**config.mk**
```make
export PLATFORM = sky130hd
export DESIGN_NAME = pc_count_register_16
export DESIGN_NICKNAME = d
export VERILOG_FILES = /design/src/rtl/pc_count_register_16.sv
export SDC_FILE = /design/constraint.sdc
export NUM_CORES = 1
export LEC_CHECK = 0
export CAP_MARGIN = 20
export CORE_ASPECT_RATIO = 0.5
export CORE_MARGIN = 2
export CORE_UTILIZATION = 39
export CTS_BUF_LIST = sky130_fd_sc_hd__clkbuf_16
export CTS_CLUSTER_DIAMETER = 150
export DETAILED_ROUTE_END_ITERATION = 10
export PLACE_DENSITY = 0.81
export SLEW_MARGIN = 10
export SYNTH_ARGS = -nofsm -noshare
export SYNTH_HDL_FRONTEND = slang
export SYNTH_SLANG_ARGS = --single-unit
```
**constraint.sdc**
```tcl
create_clock -name clk -period 1.2 [get_ports clk]
set_input_delay 0.24 -clock clk [delete_from_list [all_inputs] [get_ports clk]]
set_output_delay 0.24 -clock clk [all_outputs]
set_load 0.1 [all_outputs]
```
**src/rtl/pc_count_register_16.sv**
```systemverilog
// pc_count_register_16: run/stop counter register looped around an external incrementer, with load, sticky overflow and valid/ready output.
// Optional terminal count (term_val input, tc output) enabled by defining PC_COUNT_TERM_EN.
module pc_count_register_16 #(
  parameter bit          STOP_ON_WRAP = 1'b0,
  parameter logic [15:0] RESET_VAL    = 16'h0000
) (
  input  logic        clk,
  input  logic        reset,
  input  logic        start,
  input  logic        stop,
  input  logic        load,
  input  logic [15:0] load_val,
  input  logic [15:0] inc_s,
  input  logic        inc_c,
  output logic [15:0] q,
  output logic        out_valid,
  input  logic        out_ready,
  output logic        busy,
  output logic        ovf
`ifdef PC_COUNT_TERM_EN
  ,
  input  logic [15:0] term_val,
  output logic        tc
`endif
);
  typedef enum logic {IDLE, RUN} state_t;
  state_t state, state_n;
  logic accept, step, term_hit;
  always_comb begin
    accept = out_valid & out_ready;
    step = (state == RUN) & ~stop & ~load & (~out_valid | accept);
`ifdef PC_COUNT_TERM_EN
    term_hit = step & (inc_s == term_val);
`else
    term_hit = 1'b0;
`endif
    state_n = (state == IDLE) ? ((start & ~stop) ? RUN : IDLE)
            : ((stop | (step & inc_c & STOP_ON_WRAP) | term_hit) ? IDLE : RUN);
  end
  always_ff @(posedge clk) begin
    if (reset) begin
      state     <= IDLE;
      busy      <= 1'b0;
      q         <= RESET_VAL;
      out_valid <= 1'b0;
      ovf       <= 1'b0;
`ifdef PC_COUNT_TERM_EN
      tc        <= 1'b0;
`endif
    end else begin
      state     <= state_n;
      busy      <= state_n == RUN;
      q         <= load ? load_val : step ? inc_s : q;
      out_valid <= load | step | (out_valid & ~out_ready);
      ovf       <= ~load & (ovf | (step & inc_c));
`ifdef PC_COUNT_TERM_EN
      tc        <= ~load & ~((state == IDLE) & (state_n == RUN)) & (tc | term_hit);
`endif
    end
  end
endmodule

```
Word-level counts from Yosys, hierarchy flattened
Cells that the tools add are included.
Widths: inputs -> output; s select.
Word-level totals
  register bits: 19
  input bits: 39
  logic and storage cells: 26
Operators by class
  muxes and demuxes: 5
  bitwise gates (word level): 16
  reduce and logical (&&, ||, !) cells: 1
Operators with widths (number)
  $mux 16: 2
  $and 1x1->1: 8
  $not 1->1: 4
  $or 1x1->1: 4
  $mux 1: 3
  $reduce_bool 2->1: 1

Longest topological paths before layout
Gate-level depths: netlist of run 1.
  depth in word-level cells: 7
  gate-level depth with buffers: 5
  depth with buffers taken out: 3

Least setup slack after synthesis of run 1
Ideal clock, no wire load.
  path type: reg2reg
  from: register state
  to: register q[10]
  setup time: 0.103 ns
  arrival: 1.854 ns
  slack: -0.758 ns
  cell stages (with the launch flop): 6
  period minus slack after synthesis: 1.958 ns
  cell sequence: dfxtp_1 > nor2b_4 > buf_6 > buf_12 > a211oi_1 > a2111oi_2
Between the ends
  cells in the longest elaborated chain, start to end: 4
Ends and longest elaborated chain
  start, declared: line 27  | state_t state, state_n;
  start signal, assigned: line 51  | state <= state_n;
  $and 1x1->1 (3 in series): line 31  | step = (state == RUN) & ~stop & ~load & (~out_valid | accept);
  $reduce_bool 2->1 (no line)
  end signal, assigned: line 53  | q <= load ? load_val : step ? inc_s : q;
  end, declared: line 15  | output logic [15:0] q,
No other way between the ends.
A chain may end at the register's enable or synchronous reset.

Worst setup path in the final report of run 1
  from: register state
  to: register q[13]
The elaborated chain is that of the path after synthesis.

==> results of run 1 <==
cells by family (layout without fill, tap and decap cells):
family,Yosys count,count (layout),share of synthesized area [%]
flops,19,19,34.2
simple gates,25,25,13.9
compound gates,33,33,30.7
buf+inv,32,96,21.1
how the worst max path moves through the flow:
stage / from / end / slack, ns / cells after the start
floorplan: state$_SDFF_PP0_ / q[3]$_SDFFE_PP0P_ / -0.21 / 5
finish: state$_SDFF_PP0_ / q[13]$_SDFFE_PP0P_ / -0.17 / 4
global route: state$_SDFF_PP0_ / q[13]$_SDFFE_PP0P_ / -0.24 / 4
detailed placement: stop / q[6]$_SDFFE_PP0P_ / -0.42 / 5
CTS: state$_SDFF_PP0_ / q[13]$_SDFFE_PP0P_ / 0.009 / 4
global placement: stop / q[7]$_SDFFE_PP0P_ / -0.34 / 5
cell usage in the layout (no fill, tap or decap), drive strengths merged:
master,instances
dfxtp,19
clkdlybuf4s50,35
nor2b,2
clkbuf,4
buf,38
a31oi,1
dlygate4sd2,2
nor2,2
inv,17
a2111oi,16
nand2b,2
a211oi,16
nor4,16
nor3,3
critical path: stages (launching register included):
cell       delay [ns]
dfxtp_4          0.35
nor2b_4          0.22
buf_6            0.14
a211oi_1         0.09
a2111oi_1        0.41
through the flow:
stage | utilization [%] | TNS [ns] | std cells | setup slack (ns) | hold slack (ns)
after floorplan | - | -2.66 | 109 | -0.211 | 0.309
after global placement | 74.6 | -5.44 | 201 | -0.342 | 0.564
after detailed placement | 74.6 | -6.49 | 201 | -0.424 | 0.578
after CTS | 81.3 | 0 | 209 | 0.00901 | 0.382
after global routing | 84.9 | -0.987 | 210 | -0.236 | 0.448
final | 84.9 | -0.402 | 210 | -0.168 | 0.414
repair_timing:
| item | CTS | global route |
|---|---|---|
| setup buffers | 3 | 0 |
| hold buffers | 0 | 0 |
| hold endpoints to repair | 0 | 0 |
| gates cloned | 1 | 1 |
| setup endpoints to repair | 16 | 14 |
| gates resized for setup | 17 | 14 |
| pin swaps | 1 | 11 |
final cells by class:
| class | count | area share (%) |
|---|---|---|
| Clock buffer | 3 | 3.34 |
| Timing Repair Buffer | 76 | 44.9 |
| Inverter | 16 | 2.67 |
| Clock inverter | 1 | 0.167 |
| Multi-Input combinational cell | 58 | 28.7 |
| Sequential cell | 19 | 18.1 |
| Tap cell | 37 | 2.06 |
registers in the layout, summed over array words and instances (netlist names):
register / count
q: 16
state: 1
out_valid: 1
ovf: 1
power by group through the flow:
| stage | Sequential (uW) | Clock, uW | Combinational (uW) |
|---|---|---|---|
| 2_1_floorplan | 1050 | 0 | 200 |
| 3_3_place_gp | 745 | 0 | 872 |
| 3_5_place_dp | 747 | 0 | 885 |
| 4_1_cts | 736 | 697 | 915 |
| 5_1_grt | 748 | 723 | 994 |
| 6_report | 745 | 682 | 965 |
layer usage:
metal	vias to the layer above	track usage, %
li1	551	-
met4	0	8.62
met1	598	31.6
met3	12	3.70
met2	43	38.8
met5	-	0
==> reports/qor.csv, run 1 <==
stage;metric;value;unit
grt;grt_max_degree;20;
place;place.gp.congestion;0.799;
layout;seq_area;408;sq um
timing;fin_ws;-0.168;ns
routing;first_iter_violations;37;
power;p_leak;0.000847;uW
timing;finalCritPeriodShare;114;%
place;place_area;0.00198;sq mm
power;power;2390;uW
status;outcome;finished with violations;
cts;numCtsBuffers;3;
power;switching_share;35.2;%
grt;gr-total-overflow;0;
power;power_frac_comb;40.4;%
grt;grt_usage;23.7;%
worst_setup_path;r2r_cells;4;
hold_path;whs_path_depth;2;
die;start_util;42.0;%
layout;multi_input_area;647;sq um
die;die_area;0.00332;sq mm
hold_path;min_path_type;in -> reg;
layout;n_antenna_cell;0;
grt;grt_pass1_vias;1217;
power;p_sw;842;uW
routing;via_count;1204;
worst_setup_path;worstReg2RegStart;state$_SDFF_PP0_;
yosys;yosysSeqAreaShare;34.2;%
worst_setup_path;critPathLaunchType;flip-flop;
routing;drt-total-wl;4250;microns
cts;cts-root-buf;clkbuf_16;
cts;cts.sinks;19;
cts;clock_path_buffers;2;
timing;finClkSkew;0.00106;ns
routing;viasPerCell;5.73;
die;ios;58;
die;rows;13;
worst_setup_path;crit_fanout;4;
timing;fmax;0.731;GHz
cts;clkLatencyLatePin;0.25;ns
timing;fin_crit;1.37;ns
timing;rsz0062_at_grt;yes;
yosys;synthFlopType;dfxtp_1;
cts;cts_tree;yes;
hold_path;whs_endpoint;state$_SDFF_PP0_;
worst_setup_path;r2r_slack;-0.17;ns
power;power_frac_seq;31.1;%
yosys;synth_cell_types;19;
routing;route.met2.wl;2150;microns
routing;drc;0;
routing;first_pass_iters;4;
power;ir_worst_vdd;0.915;mV
place;io_buffers;57;
timing;slew_headroom;72.1;%
die;chipWidth;79.5;microns
grt;grt_antenna_before_repair;0;
yosys;yosysMostFrequentCell;dfxtp_1;
yosys;async_flop_share;0;%
worst_setup_path;cp-end-kind;flip-flop;
status;violations;setup timing;
die;dieHeight;41.8;microns
yosys;synth_nets;148;
layout;syn_to_final_growth;102;%
power;p_int;1550;uW
routing;routed.top_layer;met4;
flow_run;maxCapViolations;0;
timing;finalSetupViolCount;9;
yosys;avgSynthCellArea;10.2;sq um
yosys;synth_area;0.00111;sq mm
yosys;ys_top_cells_by_area;dfxtp_1, a2111oi_2, a211oi_1;
layout;final_area;0.00225;sq mm
worst_setup_path;critical_path_required;1.31;ns
worst_setup_path;worst_ep_arrival_time;1.47;ns
yosys;yosys_warnings;0;
yosys;yosysTopAreaCell;dfxtp_1;
hold_path;min_from;stop;
yosys;synth_edf_count;0;
yosys;yosysTopAreaCellShare;34.2;%
timing;report.final.slew_viol_count;0;
routing;detail_route.wl_per_cell;20.2;microns
cts;htreeDepth;1;
timing;tightest_slew;0.418;ns
routing;ant_nets;0;
cts;clk_pin_slew_worst_paths;0.05;ns
yosys;syn_inst;109;
layout;fin_nets;213;
place;hpwl;2380;microns
yosys;ys_ff_latch;19;
routing;wl_met1;1820;microns
routing;dr_wl_met3;156;microns
timing;finalHoldViolCount;0;
grt;grt_pass1_wl;6180;microns
die;core-area;0.00265;sq mm
worst_setup_path;regToRegEndpoint;q[13]$_SDFFE_PP0P_;
yosys;synthTopCellsByCount;dfxtp_1, a211oi_1, inv_1, nor4_1, a2111oi_2;
power;p_per_area;1060;mW/mm^2
power;power_frac_clock;28.5;%
worst_setup_path;path_class;reg -> reg;
layout;nFillCells;121;
layout;drive_above_1_share;53.8;%
No activity file was read; power rests on OpenSTA's default activity.
==> run 2: changes to the inputs <==
--- a/config.mk
+++ b/config.mk
@@ -5,6 +5,7 @@
 export SDC_FILE = /design/constraint.sdc
 export NUM_CORES = 1
 export LEC_CHECK = 0
+export ABC_CLOCK_PERIOD_IN_PS = 1200
 export CAP_MARGIN = 20
 export CORE_ASPECT_RATIO = 0.5
 export CORE_MARGIN = 2
==> results of run 2 <==
The final DEF is identical to that of run 1; final timing and power are the same.
==> run 3: changes to the inputs <==
--- a/config.mk
+++ b/config.mk
@@ -6,7 +6,7 @@
 export NUM_CORES = 1
 export LEC_CHECK = 0
 export ABC_CLOCK_PERIOD_IN_PS = 1200
-export CAP_MARGIN = 20
+export CAP_MARGIN = 15
 export CORE_ASPECT_RATIO = 0.5
 export CORE_MARGIN = 2
 export CORE_UTILIZATION = 39
==> results of run 3 <==
The final DEF is identical to that of run 1; final timing and power are the same.
